### config.mk
export PLATFORM = sky130hd
export DESIGN_NAME = clk_gate_ctrl
export DESIGN_NICKNAME = d
export VERILOG_FILES = /design/src/rtl/clk_gate_ctrl.sv
export SDC_FILE = /design/constraint.sdc
export NUM_CORES = 1
export LEC_CHECK = 0
export ABC_AREA = 1
export CAP_MARGIN = 5
export CORE_ASPECT_RATIO = 0.7
export CORE_MARGIN = 1
export CORE_UTILIZATION = 40
export DETAILED_ROUTE_END_ITERATION = 10
export PLACE_DENSITY = 0.7
export SLEW_MARGIN = 20
export SYNTH_ARGS = -nofsm -noshare
export SYNTH_HDL_FRONTEND = slang
export SYNTH_SLANG_ARGS = --single-unit
### constraint.sdc
create_clock -name clk -period 5.3 [get_ports clk]
set_input_delay 1.06 -clock clk [delete_from_list [all_inputs] [get_ports clk]]
set_output_delay 1.06 -clock clk [all_outputs]
set_load 0.05 [all_outputs]
### src/rtl/clk_gate_ctrl.sv
// ----------------------------------------------------------------------------
// clk_gate_ctrl
//
// Multi-channel clock-gate controller with per-channel gated data capture.
// Each channel registers its enable request, then runs a CLOSED/OPEN/DRAIN
// FSM. The DRAIN state keeps a gate open for IDLE_CYCLES cycles after the
// request drops. Gate enables are decoded straight from state flops, so the
// downstream ICG cells always see a glitch-free, flop-sourced enable.
// The per-channel capture register behaves like a flop on the gated clock.
// It loads the pre-edge data only when the gate was open in the cycle that
// is ending.
//
// Handshake / timing contract: there is no valid/ready handshake. en_req is
// a level request. gate_en follows it two edges later: one edge for en_q and
// one for the FSM. force_off overrides force_on, and force_on overrides
// en_req.
//
// Ports:
//   clk        in   1          clock, all state on posedge
//   rst_n      in   1          synchronous active-low reset
//   en_req     in   NCH        per-channel gate request
//   force_on   in   1          open every gate and hold it open
//   force_off  in   1          close every gate (highest priority)
//   d          in   NCH*WIDTH  channel data, channel i = d[i*WIDTH +: WIDTH]
//   gate_en    out  NCH        per-channel gate enable (state decode)
//   q          out  NCH*WIDTH  per-channel captured data
//   wake       out  NCH        pulse in the first open cycle after closed
//   open_cnt   out  CNT_W      number of open gates
//   state_dbg  out  2*NCH      FSM state per channel, channel i = [2*i +: 2]
// ----------------------------------------------------------------------------
module clk_gate_ctrl #(
   parameter int NCH         = 8,
   parameter int WIDTH       = 1,
   parameter int IDLE_CYCLES = 4,
   parameter int IDLE_W      = (IDLE_CYCLES > 0) ? $clog2(IDLE_CYCLES + 1) : 1,
   parameter int CNT_W       = $clog2(NCH + 1)
) (
   input  logic                   clk,
   input  logic                   rst_n,
   input  logic [NCH-1:0]         en_req,
   input  logic                   force_on,
   input  logic                   force_off,
   input  logic [NCH*WIDTH-1:0]   d,
   output logic [NCH-1:0]         gate_en,
   output logic [NCH*WIDTH-1:0]   q,
   output logic [NCH-1:0]         wake,
   output logic [CNT_W-1:0]       open_cnt,
   output logic [2*NCH-1:0]       state_dbg
);

   typedef enum logic [1:0] {
      ST_CLOSED = 2'd0,
      ST_OPEN   = 2'd1,
      ST_DRAIN  = 2'd2
   } state_e;

   // The counter counts down to zero while in DRAIN. Loading IDLE_CYCLES-1
   // gives exactly IDLE_CYCLES open cycles after en_q drops.
   localparam logic [IDLE_W-1:0] DRAIN_LOAD =
      (IDLE_CYCLES > 0) ? IDLE_W'(IDLE_CYCLES - 1) : '0;

   state_e                 state_q [NCH];
   state_e                 state_d [NCH];
   logic [IDLE_W-1:0]      cnt_q   [NCH];
   logic [IDLE_W-1:0]      cnt_d   [NCH];
   logic [NCH-1:0]         en_q;
   logic [NCH-1:0]         wake_q;
   logic [NCH-1:0]         wake_d;
   logic [NCH*WIDTH-1:0]   q_q;
   logic [NCH*WIDTH-1:0]   q_d;

   // -------------------------------------------------------------------------
   // State register
   // -------------------------------------------------------------------------
   always_ff @(posedge clk) begin
      if (!rst_n) begin
         en_q   <= '0;
         wake_q <= '0;
         q_q    <= '0;
         for (int i = 0; i < NCH; i++) begin
            state_q[i] <= ST_CLOSED;
            cnt_q[i]   <= '0;
         end
      end else begin
         en_q   <= en_req;
         wake_q <= wake_d;
         q_q    <= q_d;
         for (int i = 0; i < NCH; i++) begin
            state_q[i] <= state_d[i];
            cnt_q[i]   <= cnt_d[i];
         end
      end
   end

   // -------------------------------------------------------------------------
   // Next-state logic
   // -------------------------------------------------------------------------
   always_comb begin
      for (int i = 0; i < NCH; i++) begin
         state_d[i] = state_q[i];
         cnt_d[i]   = cnt_q[i];
         if (force_off) begin
            state_d[i] = ST_CLOSED;
            cnt_d[i]   = '0;
         end else if (force_on) begin
            state_d[i] = ST_OPEN;
         end else begin
            case (state_q[i])
               ST_CLOSED: begin
                  if (en_q[i]) state_d[i] = ST_OPEN;
               end
               ST_OPEN: begin
                  if (!en_q[i]) begin
                     if (IDLE_CYCLES == 0) begin
                        state_d[i] = ST_CLOSED;
                     end else begin
                        state_d[i] = ST_DRAIN;
                        cnt_d[i]   = DRAIN_LOAD;
                     end
                  end
               end
               ST_DRAIN: begin
                  if (en_q[i]) begin
                     state_d[i] = ST_OPEN;
                  end else if (cnt_q[i] == '0) begin
                     state_d[i] = ST_CLOSED;
                  end else begin
                     cnt_d[i] = cnt_q[i] - 1'b1;
                  end
               end
               default: begin
                  state_d[i] = ST_CLOSED;
                  cnt_d[i]   = '0;
               end
            endcase
         end
      end
   end

   // -------------------------------------------------------------------------
   // Output logic
   // -------------------------------------------------------------------------
   always_comb begin
      gate_en   = '0;
      wake_d    = '0;
      q_d       = q_q;
      state_dbg = '0;
      for (int i = 0; i < NCH; i++) begin
         gate_en[i]          = (state_q[i] != ST_CLOSED);
         wake_d[i]           = (state_d[i] != ST_CLOSED) && (state_q[i] == ST_CLOSED);
         state_dbg[2*i +: 2] = state_q[i];
         // Capture only if this cycle had the gate open. This uses the
         // pre-edge d, like a flop on the gated clock.
         if (state_q[i] != ST_CLOSED) q_d[i*WIDTH +: WIDTH] = d[i*WIDTH +: WIDTH];
      end
   end

   // Population count of the open gates.
   always_comb begin
      open_cnt = '0;
      for (int i = 0; i < NCH; i++) begin
         open_cnt = open_cnt + CNT_W'(gate_en[i]);
      end
   end

   assign q    = q_q;
   assign wake = wake_q;

endmodule

Word-level counts from Yosys, hierarchy flattened. Memories as Yosys holds them, arrays and structs flattened. Index checks and enable logic that the tools add are counted.

Add/sub/neg operators: 15. $mul: 0. Div/mod/pow operators: 0. Magnitude comparators: 0. Equal/unequal tests: 16. Shifts and indexed selects: 0. Multiplexer cells: 122. Bitwise logic cells: 16. Reductions and logical operators: 40.

Operator list (count): two-way mux 3 bit (48); two-way mux 2 bit (56); case mux 3 bit (3 select lines) (8); case mux 2 bit (3 select lines) (8); nonzero test 2 bit (16); logical NOT 3 bit (8); subtractor 3 x 1 -> 3 bit, second input constant (8); adder 4 x 1 -> 4 bit (4); == test 2 x 1 -> 1 bit, second input constant (8); == test 2 bit, second input constant (8); logical NOT 2 bit (8); OR 1 bit (16); logical AND 1 bit (8); adder 3 x 1 -> 4 bit (1); adder 2 x 1 -> 3 bit (1); adder 1 x 1 -> 2 bit (1); two-way mux 1 bit (2).

Bits in registers: 24. Latch bits: 0. RAM bits: 40. Memory bits (read-only): 0. Output and inout bits: 44. Logic and storage cells: 221. Memories: 2.

Memories: cnt_q (depth 8, width 3, rd ports 8, clocked after Yosys merged registers in 0, write ports 8, line 64) `logic [IDLE_W-1:0] cnt_q [NCH];`; state_q (depth 8, width 2, rd ports 8, clocked after Yosys merged registers in 0, write ports 8, line 62) `state_e state_q [NCH];`.

Depth between registers and ports, before layout. Gate-level depths: netlist of the first run.

Word-level depth: 8. Gate-level depth with buffers: 12. Depth with buffers taken out: 12.

Least setup slack after synthesis of the first run. No wires, ideal clock.

Path kind: flip-flop to output port. From: memory state_q[0][0] in the netlist's numbering. To: output port open_cnt[2]. Arrival time: 4129 ps. Path slack: 111 ps. Cell stages (with the launch flop): 13. Path buffers: 0. Cell sequence: dfxtp_1 inv_1 ha_1 fa_1 inv_1 fa_1 inv_1 fa_1 inv_1 ha_1 inv_1 fa_1 xnor2_1.

RTL lines: start: declaration (line 62); end: declaration (line 47) `output logic [CNT_W-1:0] open_cnt,`.

==> results of run 1 <==
synthesized netlist by cell type (5+ instances only):
master | n | area (um2)
sky130_fd_sc_hd__a211oi_2 | 6 | 75.1
sky130_fd_sc_hd__a21oi_1 | 45 | 225
sky130_fd_sc_hd__dfxtp_1 | 64 | 1280
sky130_fd_sc_hd__ha_1 | 51 | 638
sky130_fd_sc_hd__inv_1 | 84 | 315
sky130_fd_sc_hd__inv_2 | 5 | 18.8
sky130_fd_sc_hd__nand2_1 | 106 | 398
sky130_fd_sc_hd__nand3_1 | 18 | 90.1
sky130_fd_sc_hd__nor2_1 | 44 | 165
sky130_fd_sc_hd__o21ai_0 | 31 | 155
sky130_fd_sc_hd__o21ai_1 | 11 | 55.1
sky130_fd_sc_hd__o22ai_1 | 6 | 37.5
layer usage:
layer	vias up	share of wire [%]	global-route usage, %
met5	-	0	0
met4	0	2.1	7.41
met3	19	5.2	6.72
met2	76	45	31.5
met1	1615	47	23.3
li1	1820	-	-
cell type report:
type	instances	area (um2)	share of cell area, %
Timing Repair Buffer	64	633	12.7
Sequential cell	64	1280	25.8
Tap cell	124	155	3.12
Clock inverter	1	5.00	0.101
Clock buffer	12	256	5.16
Inverter	91	349	7.02
Multi-Input combinational cell	362	2290	46.1
path summary, 6_finish.rpt:
| check | start | to | cells after the start |
|---|---|---|---|
| hold reg to reg | q[2]$_SDFFE_PN0N_ | q[2]$_SDFFE_PN0N_ | 2 |
| hold / removal | q[2]$_SDFFE_PN0N_ | q[2]$_SDFFE_PN0N_ | 2 |
| setup reg to reg | state_q[0][2]$_SDFF_PN0_ | cnt_q[0][3]$_SDFFE_PP0P_ | 8 |
| setup / recovery | state_q[0][0]$_SDFF_PN0_ | open_cnt[0] | 10 |
state kept, by name, summed over array words and instances, names as in the netlist:
name / flops
cnt_q: 24
state_q: 16
en_q: 8
q: 8
wake: 8
worst max-delay path, cell delays in order (launching register included):
cell and delay, ns:
sky130_fd_sc_hd__dfxtp_1 0.38, sky130_fd_sc_hd__inv_1 0.10, sky130_fd_sc_hd__ha_1 0.31, sky130_fd_sc_hd__fa_1 0.56
sky130_fd_sc_hd__inv_1 0.05, sky130_fd_sc_hd__fa_1 0.49, sky130_fd_sc_hd__inv_1 0.05, sky130_fd_sc_hd__fa_1 0.50
sky130_fd_sc_hd__inv_1 0.04, sky130_fd_sc_hd__ha_1 0.31, sky130_fd_sc_hd__clkdlybuf4s50_1 0.82
power breakdown:
group          internal, mW  switching [mW]  total, mW  leakage [nW]
clock                 0.332           0.197      0.529         0.130
combinational         0.103           0.200      0.304          1.55
sequential            0.501          0.0134      0.515         0.523
per-stage QoR:
stage                     hold slack [ns]  utilization, %  cells  setup WS, ns  area [um2]
after detailed placement            0.476            50.5    705         0.610        4710
final                               0.482            53.3    718         0.291        4970
after global placement              0.465            50.5    705         0.675        4710
after CTS                           0.486            53.3    718         0.248        4970
after floorplan                     0.456               -    523         0.111        3960
after global routing                0.506            53.3    718         0.138        4970
kinds of logic (layout without fill, tap and decap cells):
| group | Yosys count | count (layout) | share of synthesized area, % |
|---|---|---|---|
| buf+inv | 97 | 168 | 9.79 |
| xor+xnor | 5 | 5 | 1.11 |
| compound gates | 111 | 111 | 16.2 |
| flops | 64 | 64 | 32.4 |
| fa+ha+maj | 55 | 55 | 18.1 |
| simple gates | 191 | 191 | 22.4 |
==> report_table.html, run 1 <==
<table>
<tr><th>Metric</th><th>Value</th></tr>
<tr><th colspan="2">Critical path</th></tr>
<tr><td>Crit Path Class</td><td>register to output port</td></tr>
<tr><td>Worst endpoint required time</td><td>approximately 4.2 ns</td></tr>
<tr><td>Flop-to-flop setup slack</td><td>3.61 ns</td></tr>
<tr><td>CP Data Arrival Time</td><td>3.95 ns</td></tr>
<tr><td>Crit path launch type</td><td>register</td></tr>
<tr><td>Endpoint kind of the worst setup timing path</td><td>output port</td></tr>
<tr><td>Largest fanout of any net on the critical path</td><td>7</td></tr>
<tr><th colspan="2">STA</th></tr>
<tr><td>Setup TNS</td><td>0 ns</td></tr>
<tr><td>Setup repair after global routing missed its margin</td><td>false</td></tr>
<tr><td>Hold violation count in the final report</td><td>0</td></tr>
<tr><td>Slew HR</td><td>approximately 64%</td></tr>
<tr><td>Actual transition at the worst max-transition pin</td><td>about 0.54 ns</td></tr>
<tr><td>Share of the clock period used by the worst path</td><td>between 90% and 100%</td></tr>
<tr><td>Number of endpoints failing setup at the final stage</td><td>0</td></tr>
<tr><td>Number of pins exceeding their max-slew limit in the final report</td><td>0</td></tr>
<tr><td>Min cycle time layout</td><td>5.01 ns</td></tr>
<tr><td>Timing-limited maximum frequency</td><td>~200 MHz</td></tr>
<tr><td>Largest clock skew in the final design</td><td>between 0.004 and 0.005 ns</td></tr>
<tr><th colspan="2">Clocking</th></tr>
<tr><td>CTS Root Cell</td><td>sky130_fd_sc_hd__clkbuf_16</td></tr>
<tr><td>Hold-fix buffers at CTS</td><td>0</td></tr>
<tr><td>Clock latency of the later-clocked register in the worst-skew pair</td><td>between 0.3 and 0.4 ns</td></tr>
<tr><td>Number of setup buffers added after CTS</td><td>0</td></tr>
<tr><td>Sink Count</td><td>64</td></tr>
<tr><td>CTS tree</td><td>done</td></tr>
<tr><td>Maximum number of buffers from clock root to sink</td><td>2</td></tr>
<tr><td>Clock buffers created by TritonCTS</td><td>9</td></tr>
<tr><td>Count of instances resized after the clock tree is built</td><td>0</td></tr>
<tr><td>Clk pin slew, worst setup/hold paths</td><td>0.05 ns</td></tr>
<tr><td>Depth of the CTS H-tree</td><td>3</td></tr>
<tr><th colspan="2">Cells and area</th></tr>
<tr><td>Antenna diode instance count</td><td>0</td></tr>
<tr><td>Synthesis-to-layout area growth</td><td>25.5%</td></tr>
<tr><td>Nets</td><td>667</td></tr>
<tr><td>Share of final-layout standard cells stronger than drive strength 1</td><td>roughly 9%</td></tr>
<tr><td>Fillcell total</td><td>between 800 and 900</td></tr>
<tr><td>Most common cell after layout, fill and taps aside</td><td>sky130_fd_sc_hd__nand2_1</td></tr>
<tr><td>Highest-count cells in the layout ignoring fill and taps</td><td>sky130_fd_sc_hd__nand2_1, sky130_fd_sc_hd__inv_1, sky130_fd_sc_hd__dfxtp_1</td></tr>
<tr><th colspan="2">Detailed routing</th></tr>
<tr><td>DRT Wirelength</td><td>9.31 mm</td></tr>
<tr><td>DRT Pass-1 Iters</td><td>5</td></tr>
<tr><td>Routed len/inst</td><td>roughly 13 um</td></tr>
<tr><td>Residual antenna-violating net count after detailed routing</td><td>0</td></tr>
<tr><td>Detail-routed via count per cell</td><td>roughly 4.9</td></tr>
<tr><td>Vias after detailed routing</td><td>around 3.5k</td></tr>
<tr><td>Drt first-iter violations</td><td>~130</td></tr>
<tr><td>Number of remaining DRC errors</td><td>0</td></tr>
<tr><th colspan="2">Yosys</th></tr>
<tr><td>Instance count of the mapped netlist</td><td>523</td></tr>
<tr><td>Commonest register cell after synthesis</td><td>sky130_fd_sc_hd__dfxtp_1</td></tr>
<tr><td>Async SR Flop Fraction</td><td>0%</td></tr>
<tr><td>Synthesis-stage register bit count</td><td>64</td></tr>
<tr><td>Number of flops mapped to enable cells by yosys</td><td>0</td></tr>
<tr><td>Post-Syn Nets</td><td>between 500 and 600</td></tr>
<tr><td>Post-Synthesis Mean Instance Area</td><td>7.57 um2</td></tr>
<tr><td>Summed instance area of the synthesized netlist</td><td>a little under 4000 um2</td></tr>
<tr><td>Count of warnings emitted by yosys</td><td>0</td></tr>
<tr><td>Count of cell types in the netlist</td><td>37</td></tr>
<tr><td>Sequential-to-total area share from yosys stat</td><td>32.4%</td></tr>
<tr><th colspan="2">Floorplanning</th></tr>
<tr><td>Die width</td><td>121 um</td></tr>
<tr><td>Cell Rows</td><td>29</td></tr>
<tr><td>Initial Utilization</td><td>approximately 42%</td></tr>
<tr><td>I/O pin count</td><td>64</td></tr>
<tr><td>Area of the core region</td><td>9330 um2</td></tr>
<tr><td>Floorplan die area</td><td>approximately 10000 um2</td></tr>
<tr><td>Die boundary height</td><td>around 85 um</td></tr>
<tr><th colspan="2">Outcome</th></tr>
<tr><td>Status</td><td>complete, no violations</td></tr>
<tr><th colspan="2">Global route</th></tr>
<tr><td>Global-route wire length before repair</td><td>15.4 mm</td></tr>
<tr><td>Number of global-route vias before repair</td><td>about 3.4k</td></tr>
<tr><td>Antenna violations before repair</td><td>0</td></tr>
<tr><td>Global router's overall resource usage</td><td>between 10% and 20%</td></tr>
<tr><td>Final global-route overflow total</td><td>0</td></tr>
<tr><td>Pin count of the biggest net entering global routing</td><td>26</td></tr>
<tr><th colspan="2">Min path</th></tr>
<tr><td>Worst min-delay path class</td><td>register to register</td></tr>
<tr><th colspan="2">Placement</th></tr>
<tr><td>Routability-driven placement congestion ratio</td><td>0.820</td></tr>
<tr><td>Buffers added on ports</td><td>between 60 and 70</td></tr>
<tr><td>DP HPWL</td><td>approximately 7.0 mm</td></tr>
<tr><th colspan="2">Power and ir drop</th></tr>
<tr><td>Cell leakage power</td><td>roughly 2.2 nW</td></tr>
<tr><td>Power density normalized to cell area</td><td>roughly 270 nW/um2</td></tr>
<tr><td>Final Power</td><td>1.35 mW</td></tr>
<tr><td>Max VDD drop</td><td>around 0.18 mV</td></tr>
<tr><th colspan="2">Job</th></tr>
<tr><td>Number of max-capacitance violations reported</td><td>0</td></tr>
</table>
No activity file was read; power rests on OpenSTA's default activity.
==> run 2, diff against run 1 <==
--- a/config.mk
+++ b/config.mk
@@ -11,6 +11,7 @@
 export CORE_MARGIN = 1
 export CORE_UTILIZATION = 40
 export DETAILED_ROUTE_END_ITERATION = 10
+export MAX_ROUTING_LAYER = met4
 export PLACE_DENSITY = 0.7
 export SLEW_MARGIN = 20
 export SYNTH_ARGS = -nofsm -noshare
==> run 2 against run 1 <==
- sequential share of layout area did not move
- clock skew hardly changed
- via count rose by 0.40%
==> report_table.html, run 2 (synthesis results as in run 1) <==
<table>
<tr><th>Metric</th><th>Value</th></tr>
<tr><th colspan="2">Outcome</th></tr>
<tr><td>Status</td><td>complete, no violations (unchanged)</td></tr>
<tr><th colspan="2">Global route</th></tr>
<tr><td>Pin count of the biggest net entering global routing</td><td>26 (unchanged)</td></tr>
<tr><td>Number of global-route vias before repair</td><td>3381 (was 3387)</td></tr>
<tr><td>Antenna violations before repair</td><td>0 (unchanged)</td></tr>
<tr><td>Global router's overall resource usage</td><td>19.9% (was 19.3%)</td></tr>
<tr><td>Met2 track demand over resource in global routing</td><td>31.4% (was 31.5%)</td></tr>
<tr><td>Global-route wire length before repair</td><td>15.4 mm (about the same)</td></tr>
<tr><td>Final global-route overflow total</td><td>0 (unchanged)</td></tr>
<tr><td>Global Route met1 Usage</td><td>23.6% (was 23.3%)</td></tr>
<tr><td>Met3 track demand over resource in global routing</td><td>6.45% (was 6.72%)</td></tr>
<tr><td>Most heavily used metal layer in global routing</td><td>met2 (unchanged)</td></tr>
<tr><th colspan="2">Detailed routing</th></tr>
<tr><td>Number of remaining DRC errors</td><td>0 (unchanged)</td></tr>
<tr><td>Drt first-iter violations</td><td>117 (was 126)</td></tr>
<tr><td>DRT Pass-1 Iters</td><td>4 (was 5)</td></tr>
<tr><td>Routed len/inst</td><td>13.0 um (about the same)</td></tr>
<tr><td>Detail-routed via count per cell</td><td>4.94 (was 4.92)</td></tr>
<tr><td>Residual antenna-violating net count after detailed routing</td><td>0 (unchanged)</td></tr>
<tr><td>DRT Wirelength</td><td>9.33 mm (was 9.31 mm)</td></tr>
<tr><td>Vias after detailed routing</td><td>3544 (was 3530)</td></tr>
<tr><th colspan="2">Floorplanning</th></tr>
<tr><td>Area of the core region</td><td>9330 um2 (unchanged)</td></tr>
<tr><td>Initial Utilization</td><td>42.5% (unchanged)</td></tr>
<tr><td>Cell Rows</td><td>29 (unchanged)</td></tr>
<tr><td>I/O pin count</td><td>64 (unchanged)</td></tr>
<tr><td>Die width</td><td>121 um (unchanged)</td></tr>
<tr><td>Die boundary height</td><td>85.2 um (unchanged)</td></tr>
<tr><td>Floorplan die area</td><td>10300 um2 (unchanged)</td></tr>
<tr><th colspan="2">STA</th></tr>
<tr><td>Actual transition at the worst max-transition pin</td><td>0.545 ns (about the same)</td></tr>
<tr><td>Share of the clock period used by the worst path</td><td>94.4% (was 94.5%)</td></tr>
<tr><td>Slew HR</td><td>63.6% (about the same)</td></tr>
<tr><td>Min cycle time layout</td><td>5.00 ns (was 5.01 ns)</td></tr>
<tr><td>Hold violation count in the final report</td><td>0 (unchanged)</td></tr>
<tr><td>Largest clock skew in the final design</td><td>0.00464 ns (was 0.00476 ns)</td></tr>
<tr><td>Number of endpoints failing setup at the final stage</td><td>0 (unchanged)</td></tr>
<tr><td>Setup repair after global routing missed its margin</td><td>false (unchanged)</td></tr>
<tr><td>Timing-limited maximum frequency</td><td>200 MHz (about the same)</td></tr>
<tr><td>Setup TNS</td><td>0 ns (unchanged)</td></tr>
<tr><td>Number of pins exceeding their max-slew limit in the final report</td><td>0 (unchanged)</td></tr>
<tr><th colspan="2">Critical path</th></tr>
<tr><td>Number of cells on the worst reg-to-reg path</td><td>8 (unchanged)</td></tr>
<tr><td>CP Data Arrival Time</td><td>3.94 ns (was 3.95 ns)</td></tr>
<tr><td>Flop-to-flop setup slack</td><td>3.62 ns (was 3.61 ns)</td></tr>
<tr><td>Capture point of the worst reg-to-reg path</td><td>cnt_q[0][3]$_SDFFE_PP0P_ (unchanged)</td></tr>
<tr><td>Worst endpoint required time</td><td>4.24 ns (about the same)</td></tr>
<tr><td>Endpoint kind of the worst setup timing path</td><td>output port (unchanged)</td></tr>
<tr><td>Crit Reg-Reg Startpoint</td><td>state_q[0][2]$_SDFF_PN0_ (unchanged)</td></tr>
<tr><td>Largest fanout of any net on the critical path</td><td>7 (unchanged)</td></tr>
<tr><td>Crit Path Class</td><td>register to output port (unchanged)</td></tr>
<tr><td>Crit path launch type</td><td>register (unchanged)</td></tr>
<tr><th colspan="2">Power and ir drop</th></tr>
<tr><td>Cell leakage power</td><td>2.21 nW (unchanged)</td></tr>
<tr><td>Final Power</td><td>1.34 mW (was 1.35 mW)</td></tr>
<tr><td>Power density normalized to cell area</td><td>271 nW/um2 (about the same)</td></tr>
<tr><td>Max VDD drop</td><td>0.179 mV (was 0.178 mV)</td></tr>
<tr><th colspan="2">Job</th></tr>
<tr><td>Number of max-capacitance violations reported</td><td>0 (unchanged)</td></tr>
<tr><th colspan="2">Min path</th></tr>
<tr><td>Hold Path Stages</td><td>2 (unchanged)</td></tr>
<tr><td>Hold worst-path end</td><td>q[2]$_SDFFE_PN0N_ (unchanged)</td></tr>
<tr><td>Beginning of the worst hold path</td><td>q[2]$_SDFFE_PN0N_ (unchanged)</td></tr>
<tr><td>Worst min-delay path class</td><td>register to register (unchanged)</td></tr>
<tr><th colspan="2">Clocking</th></tr>
<tr><td>Sink Count</td><td>64 (unchanged)</td></tr>
<tr><td>Clock buffers created by TritonCTS</td><td>9 (unchanged)</td></tr>
<tr><td>Number of setup buffers added after CTS</td><td>0 (unchanged)</td></tr>
<tr><td>Count of instances resized after the clock tree is built</td><td>0 (unchanged)</td></tr>
<tr><td>Hold-fix buffers at CTS</td><td>0 (unchanged)</td></tr>
<tr><td>CTS Root Cell</td><td>sky130_fd_sc_hd__clkbuf_16 (unchanged)</td></tr>
<tr><td>Maximum number of buffers from clock root to sink</td><td>2 (unchanged)</td></tr>
<tr><td>Depth of the CTS H-tree</td><td>3 (unchanged)</td></tr>
<tr><td>CTS tree</td><td>done (unchanged)</td></tr>
<tr><td>Clock latency of the later-clocked register in the worst-skew pair</td><td>0.33 ns (was 0.34 ns)</td></tr>
<tr><td>Clk pin slew, worst setup/hold paths</td><td>0.05 ns (about the same)</td></tr>
<tr><th colspan="2">Cells and area</th></tr>
<tr><td>Most common cell after layout, fill and taps aside</td><td>sky130_fd_sc_hd__nand2_1 (unchanged)</td></tr>
<tr><td>Synthesis-to-layout area growth</td><td>25.5% (unchanged)</td></tr>
<tr><td>Highest-count cells in the layout ignoring fill and taps</td><td>sky130_fd_sc_hd__nand2_1, sky130_fd_sc_hd__inv_1, sky130_fd_sc_hd__dfxtp_1 (unchanged)</td></tr>
<tr><td>Share of final-layout standard cells stronger than drive strength 1</td><td>8.92% (unchanged)</td></tr>
<tr><td>Antenna diode instance count</td><td>0 (unchanged)</td></tr>
<tr><td>Nets</td><td>667 (unchanged)</td></tr>
<tr><td>Max reg flops</td><td>24 (unchanged)</td></tr>
<tr><td>Largest reg by FF count</td><td>cnt_q (unchanged)</td></tr>
<tr><td>Leading registers by flop count</td><td>cnt_q x24, state_q x16 (unchanged)</td></tr>
<tr><th colspan="2">Placement</th></tr>
<tr><td>Buffers added on ports</td><td>63 (unchanged)</td></tr>
<tr><td>Routability-driven placement congestion ratio</td><td>0.833 (was 0.820)</td></tr>
<tr><td>DP HPWL</td><td>6.97 mm (unchanged)</td></tr>
</table>
==> run 2: area by class of cell <==
| type | count | area, um2 |
|---|---|---|
| Multi-Input combinational cell | 362 | 2290 |
| Clock buffer | 12 | 256 |
| Clock inverter | 1 | 5.00 |
| Tap cell | 124 | 155 |
| Fill cell | 859 | 4350 |
| Sequential cell | 64 | 1280 |
| Inverter | 91 | 349 |
| Timing Repair Buffer | 64 | 633 |
==> run 2: worst max-delay path by stage <==
stage | startpoint | end | cells after the start
finish | state_q[0][0]$_SDFF_PN0_ | open_cnt[0] | 10
global route | state_q[0][0]$_SDFF_PN0_ | open_cnt[3] | 12
CTS | state_q[0][0]$_SDFF_PN0_ | open_cnt[0] | 10
detailed placement | state_q[0][0]$_SDFF_PN0_ | open_cnt[0] | 10
global placement | state_q[0][0]$_SDFF_PN0_ | open_cnt[0] | 10
floorplan | state_q[0][0]$_SDFF_PN0_ | open_cnt[2] | 12
==> run 2: stage by stage <==
step / hold slack, ns / setup WS (ns) / instance area [um2] / util (%) / cells
final: 0.482 / 0.297 / 4970 / 53.3 / 718
after CTS: 0.486 / 0.248 / 4970 / 53.3 / 718
after floorplan: 0.456 / 0.111 / 3960 / - / 523
after global placement: 0.465 / 0.675 / 4710 / 50.5 / 705
after detailed placement: 0.476 / 0.610 / 4710 / 50.5 / 705
after global routing: 0.506 / 0.138 / 4970 / 53.3 / 718
==> run 2: worst max-delay path, cell delays in order (launching register included) <==
cell,delay (ns)
sky130_fd_sc_hd__dfxtp_1,0.38
sky130_fd_sc_hd__inv_1,0.10
sky130_fd_sc_hd__ha_1,0.31
sky130_fd_sc_hd__fa_1,0.56
sky130_fd_sc_hd__inv_1,0.05
sky130_fd_sc_hd__fa_1,0.49
sky130_fd_sc_hd__inv_1,0.05
sky130_fd_sc_hd__fa_1,0.50
sky130_fd_sc_hd__inv_1,0.04
sky130_fd_sc_hd__ha_1,0.31
sky130_fd_sc_hd__clkdlybuf4s50_1,0.82
==> run 2: power breakdown <==
group / internal, mW / switching [mW]
Combinational: 0.103 / 0.201
Sequential: 0.501 / 0.0134
Clock: 0.332 / 0.194
Total: 0.937 / 0.408
==> run 2: layer usage <==
layer / share of wire, % / wire length, um
met5: 0 / 0
met4: 1.9 / 176
met3: 5.4 / 505
met2: 46 / 4260
met1: 47 / 4390
